**config.mk**
```make
export PLATFORM = sky130hd
export DESIGN_NAME = control_sequencer
export DESIGN_NICKNAME = d
export VERILOG_FILES = /design/src/rtl/cpu_defs_pkg.sv /design/src/rtl/control_sequencer_opcode_decode.sv /design/src/rtl/control_sequencer.sv
export SDC_FILE = /design/constraint.sdc
export NUM_CORES = 1
export LEC_CHECK = 0
export ABC_AREA = 1
export CORE_MARGIN = 5
export CORE_UTILIZATION = 37
export DETAILED_ROUTE_END_ITERATION = 12
export PLACE_DENSITY = 0.85
export SETUP_SLACK_MARGIN = 0.3
export SKIP_CTS_REPAIR_TIMING = 1
export SLEW_MARGIN = 25
export SYNTH_ARGS = -nofsm -noshare
export SYNTH_HDL_FRONTEND = slang
export SYNTH_SLANG_ARGS = --single-unit
```
**constraint.sdc**
```tcl
create_clock -name Clock -period 3.9 [get_ports Clock]
set_clock_uncertainty 0.1 [all_clocks]
set_input_delay 0.39 -clock Clock [delete_from_list [all_inputs] [get_ports Clock]]
set_output_delay 0.39 -clock Clock [all_outputs]
set_load 0.005 [all_outputs]
```
**src/rtl/cpu_defs_pkg.sv**
```systemverilog
// Shared definitions for the hardwired control unit: opcodes, ALU codes,
// sequencer states and decoded instruction classes.
package cpu_defs;

   localparam logic [4:0] OPC_LD   = 5'b00000;
   localparam logic [4:0] OPC_LDI  = 5'b00001;
   localparam logic [4:0] OPC_ST   = 5'b00010;
   localparam logic [4:0] OPC_ADD  = 5'b00011;
   localparam logic [4:0] OPC_SUB  = 5'b00100;
   localparam logic [4:0] OPC_AND  = 5'b01001;
   localparam logic [4:0] OPC_OR   = 5'b01010;
   localparam logic [4:0] OPC_ADDI = 5'b01011;
   localparam logic [4:0] OPC_ANDI = 5'b01100;
   localparam logic [4:0] OPC_ORI  = 5'b01101;
   localparam logic [4:0] OPC_BR   = 5'b10010;
   localparam logic [4:0] OPC_JR   = 5'b10011;
   localparam logic [4:0] OPC_IN   = 5'b10101;
   localparam logic [4:0] OPC_OUT  = 5'b10110;
   localparam logic [4:0] OPC_NOP  = 5'b11001;
   localparam logic [4:0] OPC_HALT = 5'b11010;

   typedef enum logic [3:0] {
      ALU_ADD = 4'd0,
      ALU_SUB = 4'd1,
      ALU_AND = 4'd2,
      ALU_OR  = 4'd3,
      ALU_SHR = 4'd4,
      ALU_SHL = 4'd5,
      ALU_ROR = 4'd6,
      ALU_ROL = 4'd7
   } alu_op_t;

   typedef enum logic [3:0] {
      RST, T0, T1, T2, T3, T4, T5, T6, T7, HALT
   } state_t;

   typedef enum logic [3:0] {
      CLS_RALU, CLS_IALU, CLS_LD, CLS_LDI, CLS_ST, CLS_BR,
      CLS_JR, CLS_IN, CLS_OUT, CLS_NOP, CLS_HALT
   } iclass_t;

endpackage

```
**src/rtl/control_sequencer_opcode_decode.sv**
```systemverilog
// Maps the opcode field to an instruction class and its ALU operation.
module opcode_decode
   import cpu_defs::*;
#(
   parameter int unsigned OPC_W           = 5,
   parameter int unsigned HALT_ON_ILLEGAL = 0
) (
   input  logic [OPC_W-1:0] i_opcode,
   output iclass_t          o_iclass,
   output alu_op_t          o_alu_op
);

   // Classify the opcode; unsupported encodings fall back to nop or halt.
   always_comb begin
      o_iclass = (HALT_ON_ILLEGAL != 0) ? CLS_HALT : CLS_NOP;
      o_alu_op = ALU_ADD;
      case (i_opcode)
         OPC_W'(OPC_ADD):  o_iclass = CLS_RALU;
         OPC_W'(OPC_SUB):  begin o_iclass = CLS_RALU; o_alu_op = ALU_SUB; end
         OPC_W'(OPC_AND):  begin o_iclass = CLS_RALU; o_alu_op = ALU_AND; end
         OPC_W'(OPC_OR):   begin o_iclass = CLS_RALU; o_alu_op = ALU_OR;  end
         OPC_W'(OPC_ADDI): o_iclass = CLS_IALU;
         OPC_W'(OPC_ANDI): begin o_iclass = CLS_IALU; o_alu_op = ALU_AND; end
         OPC_W'(OPC_ORI):  begin o_iclass = CLS_IALU; o_alu_op = ALU_OR;  end
         OPC_W'(OPC_LD):   o_iclass = CLS_LD;
         OPC_W'(OPC_LDI):  o_iclass = CLS_LDI;
         OPC_W'(OPC_ST):   o_iclass = CLS_ST;
         OPC_W'(OPC_BR):   o_iclass = CLS_BR;
         OPC_W'(OPC_JR):   o_iclass = CLS_JR;
         OPC_W'(OPC_IN):   o_iclass = CLS_IN;
         OPC_W'(OPC_OUT):  o_iclass = CLS_OUT;
         OPC_W'(OPC_NOP):  o_iclass = CLS_NOP;
         OPC_W'(OPC_HALT): o_iclass = CLS_HALT;
         default: ;
      endcase
   end

endmodule

```
**src/rtl/control_sequencer.sv**
```systemverilog
// Hardwired Moore control unit: fetch T0-T2, per-class execute T3-T7, HALT.
module control_sequencer
   import cpu_defs::*;
#(
   parameter int unsigned HALT_ON_ILLEGAL = 0,
   parameter int unsigned OPC_W           = 5
) (
   input  logic        Clock,
   input  logic        Clear,
   input  logic [31:0] IR,
   input  logic        CON_FF,
   output logic        PCout,
   output logic        Zhiout,
   output logic        Zlowout,
   output logic        MDRout,
   output logic        InPortout,
   output logic        BAout,
   output logic        Cout,
   output logic        MARin,
   output logic        Zin,
   output logic        PCin,
   output logic        MDRin,
   output logic        IRin,
   output logic        Yin,
   output logic        OutPortin,
   output logic        CONIn,
   output logic        IncPC,
   output logic        Read,
   output logic        Write,
   output logic        Gra,
   output logic        Grb,
   output logic        Grc,
   output logic        Rin,
   output logic        Rout,
   output logic [3:0]  alu_op,
   output logic        Run,
   output logic        instr_done
);

   state_t  r_state;
   iclass_t w_iclass;
   alu_op_t w_alu_op;
   state_t  w_last_state;
   logic    w_done;
   logic    w_unused_ir;

   assign w_unused_ir = ^IR[31-OPC_W:0];

   opcode_decode #(
      .OPC_W           (OPC_W),
      .HALT_ON_ILLEGAL (HALT_ON_ILLEGAL)
   ) u_decode (
      .i_opcode (IR[31 -: OPC_W]),
      .o_iclass (w_iclass),
      .o_alu_op (w_alu_op)
   );

   // Final execute state of the current instruction class.
   always_comb begin
      w_last_state = T3;
      case (w_iclass)
         CLS_RALU, CLS_IALU, CLS_LDI: w_last_state = T5;
         CLS_BR:                      w_last_state = T6;
         CLS_LD, CLS_ST:              w_last_state = T7;
         default:                     w_last_state = T3;
      endcase
   end

   assign w_done = (r_state == w_last_state) && (w_iclass != CLS_HALT);

   // Sequencer state register; Clear overrides every transition.
   always_ff @(posedge Clock) begin
      if (Clear) begin
         r_state <= RST;
      end else begin
         case (r_state)
            RST:  r_state <= T0;
            T0:   r_state <= T1;
            T1:   r_state <= T2;
            T2:   r_state <= T3;
            T3:   r_state <= (w_iclass == CLS_HALT) ? HALT : (w_done ? T0 : T4);
            T4:   r_state <= w_done ? T0 : T5;
            T5:   r_state <= w_done ? T0 : T6;
            T6:   r_state <= w_done ? T0 : T7;
            T7:   r_state <= T0;
            HALT: r_state <= HALT;
            default: r_state <= RST;
         endcase
      end
   end

   // Control outputs decoded from the current state and opcode class.
   always_comb begin
      {PCout, Zhiout, Zlowout, MDRout, InPortout, BAout, Cout} = '0;
      {MARin, Zin, PCin, MDRin, IRin, Yin, OutPortin, CONIn}   = '0;
      {IncPC, Read, Write, Gra, Grb, Grc, Rin, Rout}           = '0;
      alu_op     = ALU_ADD;
      Run        = (r_state != HALT);
      instr_done = w_done;
      case (r_state)
         T0: begin PCout = 1'b1; MARin = 1'b1; IncPC = 1'b1; Zin = 1'b1; end
         T1: begin Zlowout = 1'b1; PCin = 1'b1; Read = 1'b1; MDRin = 1'b1; end
         T2: begin MDRout = 1'b1; IRin = 1'b1; end
         T3: begin
            case (w_iclass)
               CLS_RALU, CLS_IALU:    begin Grb = 1'b1; Rout = 1'b1; Yin = 1'b1; end
               CLS_LD, CLS_LDI, CLS_ST: begin Grb = 1'b1; BAout = 1'b1; Yin = 1'b1; end
               CLS_BR:  begin Gra = 1'b1; Rout = 1'b1; CONIn = 1'b1; end
               CLS_JR:  begin Gra = 1'b1; Rout = 1'b1; PCin = 1'b1; end
               CLS_IN:  begin InPortout = 1'b1; Gra = 1'b1; Rin = 1'b1; end
               CLS_OUT: begin Gra = 1'b1; Rout = 1'b1; OutPortin = 1'b1; end
               default: ;
            endcase
         end
         T4: begin
            case (w_iclass)
               CLS_RALU: begin Grc = 1'b1; Rout = 1'b1; Zin = 1'b1; alu_op = w_alu_op; end
               CLS_IALU: begin Cout = 1'b1; Zin = 1'b1; alu_op = w_alu_op; end
               CLS_LD, CLS_LDI, CLS_ST: begin Cout = 1'b1; Zin = 1'b1; end
               CLS_BR:   begin PCout = 1'b1; Yin = 1'b1; end
               default: ;
            endcase
         end
         T5: begin
            case (w_iclass)
               CLS_RALU, CLS_IALU, CLS_LDI: begin Zlowout = 1'b1; Gra = 1'b1; Rin = 1'b1; end
               CLS_LD, CLS_ST: begin Zlowout = 1'b1; MARin = 1'b1; end
               CLS_BR:         begin Cout = 1'b1; Zin = 1'b1; end
               default: ;
            endcase
         end
         T6: begin
            case (w_iclass)
               CLS_LD: begin Read = 1'b1; MDRin = 1'b1; end
               CLS_ST: begin Gra = 1'b1; Rout = 1'b1; MDRin = 1'b1; end
               CLS_BR: begin Zlowout = CON_FF; PCin = CON_FF; end
               default: ;
            endcase
         end
         T7: begin
            case (w_iclass)
               CLS_LD: begin MDRout = 1'b1; Gra = 1'b1; Rin = 1'b1; end
               CLS_ST: Write = 1'b1;
               default: ;
            endcase
         end
         default: ;
      endcase
   end

endmodule

```
Word-level counts from Yosys, hierarchy flattened
Cells that the tools add are included. Widths: inputs -> output; s select.

Memories: 0. Bits in read-only memories: 0. Bits of input ports: 35. Output and inout bits: 29. Flip-flop bits (word level): 4. Logic and storage cells: 101. Bits in writable memories: 0. Bits in latches: 0.

Order comparisons: 0. Shift-type cells: 0. Equal/unequal tests: 35. Bitwise gates (word level): 0. $mul: 0. $add $sub $neg: 0. Div/mod/pow operators: 0. Muxes and demuxes: 48. Reductions and logical operators: 17.

Operators by type and width (number): $pmux 4 s10 (1); $pmux 4 s9 (1); $eq 4x3->1 const B (8); $eq 5x4->1 const B (5); $eq 5x5->1 const B (5); $mux 1 (24); $eq 4x2->1 const B (4); $eq 4x4->1 const B (4); $mux 4 (4); $pmux 1 s3 (5); $pmux 1 s2 (7); $pmux 4 s3 (1); $reduce_or 4->1 (3); $eq 5x2->1 const B (2); $reduce_or 2->1 (5); $reduce_or 5->1 (2); $mux 3 (3); $reduce_or 3->1 (3); $eq 4x1->1 const B (2); $logic_not 4->1 (2); $ne 4x4->1 const B (2); $pmux 2 s3 (1); $eq 5x1->1 const B (1); $eq 5x3->1 const B (1); 4 further kinds (4).

Logic depth before layout (Yosys ltp)
Word-level depth: 11. Mapped depth: 13. Depth with buffers taken out: 13.

Hierarchy
From an unflattened synthesis, not the netlist that was laid out.

Cells, all modules: 186. Area, all modules: 968.4 um2.

By module, submodules not included: control_sequencer (times used 1, seq. area each 80.1 um2, cells each 131, area each 713.2 um2); opcode_decode (times used 1, seq. area each 0.0 um2, cells each 55, area each 255.2 um2).

Worst setup path after synthesis
Ideal clock, no wire load.

Path type: input-to-output. Start point: input IR[29]. End point: output instr_done. Buffers on the path: 0. Arrival time: 1336 ps. Data required time: 3410 ps. Slack: 2074 ps. Cell stages on the path: 11. Cell sequence: inv_1 -> nand2_1 -> nor2_4 -> nand2_4 -> nand2_4 -> inv_4 -> nand2_2 -> nand2_1 -> nor2_2 -> nand4_2 -> nor2_2.

Longest elaborated chain between the ends: 8. Elaborated cells on any way between the ends: 30. Classes of those cells: eq/ne (21); mux (2); reduce/logical (7).

RTL lines: start: declaration (RTL line control_sequencer.sv:10) `input logic [31:0] IR,`; $eq 5x2->1, or another cell as far along (RTL line control_sequencer_opcode_decode.sv:17) `case (i_opcode)`; $reduce_or 4->1 (no source line) or $reduce_or 3->1 (tied branches); $pmux 4 s10 (*) (RTL line control_sequencer_opcode_decode.sv:17); $eq 4x1->1, or another cell as far along (RTL line control_sequencer.sv:61) `case (w_iclass)`; $reduce_or 3->1 or $reduce_or 2->1 (tied branches); $pmux 4 s3 (RTL line control_sequencer.sv:61); $eq 4x4->1 (RTL line control_sequencer.sv:69) `assign w_done = (r_state == w_last_state) && (w_iclass != CLS_HALT);`; $logic_and 1x1->1 (*) (RTL line control_sequencer.sv:69); end: declaration (RTL line control_sequencer.sv:37) `output logic instr_done`.

Every way passes the cells marked *; elsewhere a longest branch is shown, timed or not.

Final worst setup path
Start point: input IR[30]. End point: output instr_done.

The elaborated chain is that of the path after synthesis.

==> run_results.csv <==
group,metric,value,unit
sta,hold_slack,558,ps
synth,yosysTopAreaCell,"nor2_1",
finish,diodes,0,
floorplanning,io_pins,64,
global_route,grt_pass1_vias,1079,
floorplanning,fp.dieH,58.9,um
drt,antenna_left,0,
critical_path,crit_fanout,6,
sta,setup_tns,0,ps
synth,syn_inst,168,
drt,first_iter_violations,41,
critical_path,cp_slowest_cell,"clkdlybuf4s50_1",
synth,synth_top_area_frac,0.149,
synth,yosysUniqueCellTypes,27,
clocking,clk_pin_slew,40,ps
place,port_buffers,33,
synth,synthMostInstantiatedCell,"nor2_1",
finish,post-route-util,0.553,
synth,syn_area_per_cell,5.27,sq um
critical_path,path_cells,"clkdlybuf4s50_1 -> nor2_2 -> nand4_4 -> nand2_4 -> inv_4 -> nand2_2 -> nand2_1 -> nor2_2 -> nand4_2 -> nor2_2 -> clkdlybuf4s50_1",
sta,slew_headroom,0.655,
synth,synthAdderAreaFrac,0,
finish,drive_gt1_frac,0.114,
critical_path,crit_arrival,2610,ps
run_status,status,"completed",
global_route,grt_usage,0.163,
global_route,grt_max_degree,12,
place,dp_hpwl,2270,um
synth,async_flop_share,0,
power,leakage,0.573,nW
sta,tightest_slew,514,ps
place,place_area,1220,sq um
power,p_per_area,156,nW/um^2
place,dp_slack,812,ps
drt,wl,2770,um
sta,setup_violations,0,
global_route,gr-total-overflow,0,
synth,synthXorXnorAreaFrac,0.0198,
sta,slew_violations,0,
sta,fin_crit_sh,0.795,
global_route,grt_pass1_wl,4600,um
finish,finalInstanceArea,1250,sq um
sta,hold_viol,0,
synth,ys.flop_type,"dfxtp_1",
hold_path,hp-class,"reg -> reg",
floorplanning,die_w,58.9,um
clocking,cts_sinks,4,
synth,synthMuxAreaShare,0,
synth,syn_area,885,sq um
power,p_total,0.195,mW
finish,largest_reg_flops,4,
clocking,clk_path_buf_depth,2,
drt,remaining_drc_errors,0,
drt,wire_per_inst,12.0,um
finish,multi_input_area,661,sq um
place,placedCellCount,227,
drt,via_count,1183,
clocking,h-tree-depth,1,
finish,largest_register,"r_state",
synth,yosysWarnings,0,
place,routabilityCongestion,0.925,
critical_path,timing.critical_path.required,3410,ps
power,peakVddDrop,0.000121,V
critical_path,cpPeakStageDelay,540,ps
clocking,clock_latency,230,ps
synth,netlist_top_cells_count,"nor2_1 (35), nand2_1 (31), inv_1 (27), o21ai_0 (11), nand3_1 (10)",
finish,top_regs,"r_state x4",
sta,rsz0062_at_grt,"false",
critical_path,end_kind,"output pin",
sta,setup_ws,800,ps
finish,finalNonFillerCells,230,
synth,synth_compound_area_frac,0.134,
floorplanning,core-area,2250,sq um
synth,ys_top_cells_by_area,"nor2_1 (15%), nand2_1 (13%), inv_1 (11%)",
synth,synth_edf_count,0,
clocking,cts_tree,"done",
global_route,antenna_found_initial,0,
critical_path,path_class,"in -> out",
sta,max_freq,0.323,GHz
floorplanning,dieArea,3470,sq um
drt,drt_pre_antenna_iters,4,
finish,layout.nets,239,
finish,syn_to_final_growth,40.9,%
clocking,cts_buffers,3,
sta,period_minus_slack,3100,ps
finish,regArea,80.1,sq um
floorplanning,std_cell_rows,17,
run,cap_violations,0,
floorplanning,start_util,0.392,
finish,n_fill_cell,241,
synth,yosys.area_share.simple,0.580,
synth,yosysSeqAreaShare,0.0905,
synth,synth_top_family_by_area,"simple AND/OR/NAND/NOR gates",
clocking,root_buffer,"clkbuf_4",
critical_path,crit_path_start_kind,"input pin",
synth,ys_ff_latch,4,
critical_path,crit_top_cell,"nor2_2",
drt,viasPerCell,5.14,
[kinds of logic (layout without fill, tap and decap cells)]
| family | Yosys count | in the layout |
|---|---|---|
| buf+inv | 34 | 66 |
| other cells | 1 | 3 |
| xor+xnor | 2 | 2 |
| flops | 4 | 4 |
| simple gates | 105 | 105 |
| compound gates | 22 | 22 |
[final cells by class]
cell class,count,area share
multi-input cells,132,0.530
clock buffers,3,0.0181
repair buffers,33,0.265
flip-flops and latches,4,0.0643
inverters,30,0.0944
well taps,28,0.0281
[layer usage]
| metal | part of all wire | vias to the layer above | track usage |
|---|---|---|---|
| met5 | 0 | - | 0 |
| met1 | 0.46 | 517 | 0.235 |
| met2 | 0.43 | 61 | 0.256 |
| met3 | 0.094 | 2 | 0.0263 |
| li1 | - | 603 | - |
| met4 | 0.0083 | 0 | 0.0259 |
[final timing paths]
path                    startpoint               endpoint  slack, ps  cells after the start
max                         IR[30]             instr_done        800                     11
max reg2reg  r_state[2]$_SDFF_PP0_  r_state[2]$_SDFF_PP0_       2120                      8
min reg2reg  r_state[3]$_SDFF_PP0_  r_state[0]$_SDFF_PP0_        560                      3
min          r_state[3]$_SDFF_PP0_  r_state[0]$_SDFF_PP0_        560                      3
[placed cells by master (no fill, tap or decap), drive strengths merged, types with 2 or more instances in the layout]
cell and instances:
nor2 41, nand2 36, clkdlybuf4s50 33, inv 30, nand3 12, o21ai 11
a21oi 9, nor3 8, nand4 6, dfxtp 4, conb 3, clkbuf 3
xor2 2
[power by group]
| group | total, mW | switching [mW] | internal, mW | leakage (nW) |
|---|---|---|---|---|
| sequential | 0.0483 | 0.00454 | 0.0438 | 0.0328 |
| combinational | 0.0956 | 0.0535 | 0.0421 | 0.527 |
| clock | 0.0509 | 0.0165 | 0.0344 | 0.0138 |
[worst max-delay path: cells and delay by family]
kind,cells,cell delay [ps]
AND/OR/NAND/NOR,8,1120
buffers and inverters,3,1110
Power figures use the tool's default switching activity.
==> RTL edit 1, RTL diff (same flow settings) <==
`OPC_W` is set to 5 in 2 places; all go to 7.
--- a/src/rtl/control_sequencer_opcode_decode.sv
+++ b/src/rtl/control_sequencer_opcode_decode.sv
@@ -2,7 +2,7 @@
 module opcode_decode
    import cpu_defs::*;
 #(
-   parameter int unsigned OPC_W           = 5,
+   parameter int unsigned OPC_W           = 7,
    parameter int unsigned HALT_ON_ILLEGAL = 0
 ) (
    input  logic [OPC_W-1:0] i_opcode,
--- a/src/rtl/control_sequencer.sv
+++ b/src/rtl/control_sequencer.sv
@@ -3,7 +3,7 @@
    import cpu_defs::*;
 #(
    parameter int unsigned HALT_ON_ILLEGAL = 0,
-   parameter int unsigned OPC_W           = 5
+   parameter int unsigned OPC_W           = 7
 ) (
    input  logic        Clock,
    input  logic        Clear,
Check against the original RTL: not equivalent (a bounded check fails within 10 cycles, from zero or initial values).
==> RTL edit 1 against the unedited design <==
Sequential share of layout area is 0.55 points lower; synthesized cell count grew 17%; sequential cell count unchanged; combinational power fell by 6.6%; highest routed layer is now met3; area after synthesis grew 10%; die area is 8.5% higher; setup slack lost 170 ps; via count rose by 8.5%; cell area increased by 9.4%; wire length decreased by 1.4%; final cell count grew 14%; critical path type unchanged; power down 3.7%.
==> RTL edit 1: results (changes against the unedited design) <==
[placement]
port_buffers = 35  ; was 33
dpl_worst_slack_ps = 650.8  ; was 812.3 ps
place_area_sq_um = 1341  ; was 1224 sq um
gp_congestion = 0.9270  ; was 0.9251
placed_cells = 259  ; was 227
dpl.hpwl_mm = 2.356  ; was 2.273 mm

[final_layout]
final_cell_count_no_fill = 262  ; was 230
drive_gt1_share_pct = 9.483  ; was 11.39%
signal_buffers = 35  ; was 33
area_delta_synth_final_pct = 39.74  ; was 40.88%
inv_count = 38  ; was 30
buffer_area_share_pct = 25.69  ; was 26.51%
clk_share_pct = 1.651  ; was 1.807%
nNetsFinal = 269  ; was 239
multi_input_gates = 152  ; was 132
multi_input_area_sq_um = 730.7  ; was 660.6 sq um

[global_routing]
grtUsageMet3_pct = 2.725  ; was 2.632%
grt_use_met1_pct = 21.15  ; was 23.54%
grt_first_pass_wirelength_mm = 4.450  ; was 4.602 mm
grt_pass1_vias = 1112  ; was 1079
use_met2_pct = 24.47  ; was 25.55%
grt_usage_pct = 15.06  ; was 16.29%

[setup_path]
critPathLaunch = IR[26]  ; was IR[30]
crit_arrival_ps = 2780  ; was 2610 ps
crit_path_max_fanout = 7  ; was 6
r2r-start = r_state[0]$_SDFF_PP0_  ; was r_state[2]$_SDFF_PP0_
critPathTopFamily = buffers and inverters  ; was simple AND/OR/NAND/NOR gates
cpPeakStageDelay_ps = 610  ; was 540 ps

[logic_synthesis]
synth_common_cells = nand2_1, nor2_1, inv_1, nand3_1, o21ai_0  ; was nor2_1, nand2_1, inv_1, o21ai_0, nand3_1
synth.distinct_cells = 28  ; was 27
synth-compound-area-share_pct = 16.15  ; was 13.44%
synthXorXnorAreaFrac_pct = 1.795  ; was 1.980%
syn_area_sq_um = 975.9  ; was 884.6 sq um
synthCells = 196  ; was 168

[route]
met1_length_mm = 1.263  ; was 1.278 mm
wl_met2_mm = 1.221  ; was 1.202 mm
route.top_layer_used = met3  ; was met4
route.met3.wl_microns = 240  ; was 261 microns
wl_mm = 2.725  ; was 2.765 mm

[run_status]
status = completed  ; unchanged

[min_path]
hp-start = r_state[2]$_SDFF_PP0_  ; was r_state[3]$_SDFF_PP0_

[power]
vdd_drop_max_uv = 261.3  ; was 120.8 uV
p_leak_nw = 0.6240  ; was 0.5733 nW

[RTL edit 1: changes by cell type in the layout (fill, tap and decap cells not counted), sizes merged, moves of 2 or more]
cell,unedited run,this run
inv,30,38
o211ai,0,2
nand2,36,45
nor2,41,46
clkdlybuf4s50,33,35
o21ai,11,14
[RTL edit 1: worst paths after layout]
kind	to	slack, ps	cells after the start
hold / removal	r_state[0]$_SDFF_PP0_	560	4
setup / recovery	Yin	630	12
setup reg to reg	r_state[2]$_SDFF_PP0_	2210	8
hold reg to reg	r_state[0]$_SDFF_PP0_	560	4
[RTL edit 1: power breakdown]
part	leakage, nW	total, mW	internal [mW]	switching, mW
Combinational	0.577	0.0893	0.0410	0.0483
Sequential	0.0328	0.0485	0.0439	0.00464
Clock	0.0138	0.0498	0.0343	0.0155
Total	0.624	0.188	0.119	0.0685
==> RTL edit 2, RTL diff (config.mk and constraints unchanged) <==
Without the edit above. Add an input register stage for `Clear`, `IR` and `CON_FF`, without a reset; this delays them by one clock.
--- a/src/rtl/control_sequencer.sv
+++ b/src/rtl/control_sequencer.sv
@@ -37,6 +37,16 @@
    output logic        instr_done
 );
 
+   logic Clear_q;
+   logic [31:0] IR_q;
+   logic CON_FF_q;
+
+   always_ff @(posedge Clock) begin
+      Clear_q  <= Clear;
+      IR_q     <= IR;
+      CON_FF_q <= CON_FF;
+   end
+
    state_t  r_state;
    iclass_t w_iclass;
    alu_op_t w_alu_op;
@@ -44,13 +54,13 @@
    logic    w_done;
    logic    w_unused_ir;
 
-   assign w_unused_ir = ^IR[31-OPC_W:0];
+   assign w_unused_ir = ^IR_q[31-OPC_W:0];
 
    opcode_decode #(
       .OPC_W           (OPC_W),
       .HALT_ON_ILLEGAL (HALT_ON_ILLEGAL)
    ) u_decode (
-      .i_opcode (IR[31 -: OPC_W]),
+      .i_opcode (IR_q[31 -: OPC_W]),
       .o_iclass (w_iclass),
       .o_alu_op (w_alu_op)
    );
@@ -70,7 +80,7 @@
 
    // Sequencer state register; Clear overrides every transition.
    always_ff @(posedge Clock) begin
-      if (Clear) begin
+      if (Clear_q) begin
          r_state <= RST;
       end else begin
          case (r_state)
@@ -133,7 +143,7 @@
             case (w_iclass)
                CLS_LD: begin Read = 1'b1; MDRin = 1'b1; end
                CLS_ST: begin Gra = 1'b1; Rout = 1'b1; MDRin = 1'b1; end
-               CLS_BR: begin Zlowout = CON_FF; PCin = CON_FF; end
+               CLS_BR: begin Zlowout = CON_FF_q; PCin = CON_FF_q; end
                default: ;
             endcase
          end
Function: changed (a bounded check fails within 4 cycles, from zero or initial values).
==> RTL edit 2 against the unedited design <==
Sequential cell count increased by 7; area after synthesis up 13%; die area increased by 11%; power grew 50%; largest cell class unchanged; setup slack better by 220 ps; wire length is 0.36% lower; cell area is 10% higher; combinational power fell by 4.6%.
==> RTL edit 2: results (changes against the unedited design) <==
[run_status]
status = completed  ; unchanged

[global_routing]
grt_use_met1_pct = 20.89  ; was 23.54%
antenna_found_initial = 0  ; unchanged
use_met2_pct = 22.78  ; was 25.55%
grt_usage_pct = 15.24  ; was 16.29%
grt_first_pass_wirelength_mm = 4.416  ; was 4.602 mm
grt_pass1_vias = 1062  ; was 1079
grtUsageMet3_pct = 2.066  ; was 2.632%
overflow = 0  ; unchanged

[final_layout]
diodes = 0  ; unchanged
top_regs = IR_q x5, r_state x4  ; was r_state x4
final_cell_count_no_fill = 232  ; was 230
drive_gt1_share_pct = 12.87  ; was 11.39%
nNetsFinal = 238  ; was 239

[logic_synthesis]
synthXorXnorAreaFrac_pct = 1.748  ; was 1.980%
synth_fa_ha_area_share_pct = 0  ; unchanged
synthArstFlopShare_pct = 0  ; unchanged
synth.distinct_cells = 29  ; was 27
yosysSeqAreaShare_pct = 21.97  ; was 9.052%
synth.area.top_cells = dfxtp_1, nor2_1, inv_1  ; was nor2_1, nand2_1, inv_1
synthCells = 167  ; was 168
yosys_warnings = 0  ; unchanged
synth_mux_area_share_pct = 0  ; unchanged
ys.flop_type = dfxtp_1  ; unchanged
synth_common_cells = nor2_1, inv_1, nand2_1, dfxtp_1, nand3_1  ; was nor2_1, nand2_1, inv_1, o21ai_0, nand3_1
synth-compound-area-share_pct = 15.36  ; was 13.44%

[setup_path]
cpPeakStageDelay_ps = 480  ; was 540 ps
endpoint = Gra  ; was instr_done
r2r_cells = 8  ; unchanged
r2r-start = IR_q[28]$_DFF_P_  ; was r_state[2]$_SDFF_PP0_
r2r_setup_slack_ps = 2090  ; was 2120 ps
critPathTopFamily = buffers and inverters  ; was simple AND/OR/NAND/NOR gates
slowest_stage = clkdlybuf4s50_1  ; unchanged
r2r_end = r_state[0]$_SDFF_PP0_  ; was r_state[2]$_SDFF_PP0_
critPathLaunch = IR_q[31]$_DFF_P_  ; was IR[30]
crit_path_max_fanout = 11  ; was 6

[placement]
gp_congestion = 0.9754  ; was 0.9251
dpl.hpwl_mm = 2.276  ; was 2.273 mm
port_buffers = 33  ; unchanged
place_area_sq_um = 1348  ; was 1224 sq um
dpl_worst_slack_ps = 1364  ; was 812.3 ps

[route]
drt_iter0_markers = 49  ; was 41
wl_per_cell_microns = 11.88  ; was 12.02 microns
dr.pass1.iters = 4  ; unchanged
drc = 0  ; unchanged
via_per_inst = 5.091  ; was 5.143

[clock_network]
cts_buffers = 3  ; unchanged
clockBufferDepth = 2  ; unchanged
clk_latency_ps = 260  ; was 230 ps
clkSlewWorstSetupHoldPaths_ps = 60  ; was 40 ps
cts_max_level = 1  ; unchanged
root_buffer = clkbuf_4  ; unchanged

[power]
p_leak_nw = 0.6096  ; was 0.5733 nW
vdd_drop_max_uv = 202.4  ; was 120.8 uV

[min_path]
hp-start = Clear_q$_DFF_P_  ; was r_state[3]$_SDFF_PP0_
hold_path_class = flop to flop  ; unchanged
hold-path-cell-count = 1  ; was 3

[timing]
hold_slack_ps = 365.2  ; was 557.6 ps
timing.final.crit_period_ps = 2877  ; was 3100 ps

RTL edit 2: changes by cell type after synthesis, moves of 4 or more:
cell     delta
nand2_1    -13
nor2_2      -4
dfxtp_1     +7
nor2_1      -6
inv_2       +6
o21ai_1     +5
RTL edit 2: final cells by class:
class / instances / area, sq um
Tap cell: 30 / 37.54
Multi-Input combinational cell: 120 / 629.4
Sequential cell: 11 / 220.2
Inverter: 34 / 130.1
Clock buffer: 4 / 26.28
Fill cell: 258 / 1171
Timing Repair Buffer: 33 / 330.3
RTL edit 2: where the power goes:
group	switching (mW)	internal, mW	total [mW]	leakage (nW)
Combinational	0.0496	0.0415	0.0912	0.503
Sequential	0.00920	0.119	0.128	0.0919
Clock	0.0330	0.0395	0.0725	0.0150
Total	0.0919	0.200	0.292	0.610
RTL edit 2: stage by stage:
| step | util [%] | total power [mW] |
|---|---|---|
| after floorplan | - | 0.1839 |
| after global placement | 52.95 | 0.2192 |
| after detailed placement | 52.95 | 0.2208 |
| after CTS | 53.98 | 0.2982 |
| after global routing | 53.98 | 0.3127 |
| final | 53.98 | 0.2918 |
RTL edit 2: worst min-delay path by stage:
stage / endpoint
floorplan: CON_FF_q$_DFF_P_
global placement: r_state[0]$_SDFF_PP0_
detailed placement: r_state[0]$_SDFF_PP0_
CTS: r_state[0]$_SDFF_PP0_
global route: r_state[0]$_SDFF_PP0_
finish: r_state[0]$_SDFF_PP0_
RTL edit 2: routing by layer:
layer  vias up  part of all wire, %
met5         -                    0
met3         7                   10
met2        60                   42
li1        609                    -
met1       505                   45
met4         0                  2.1
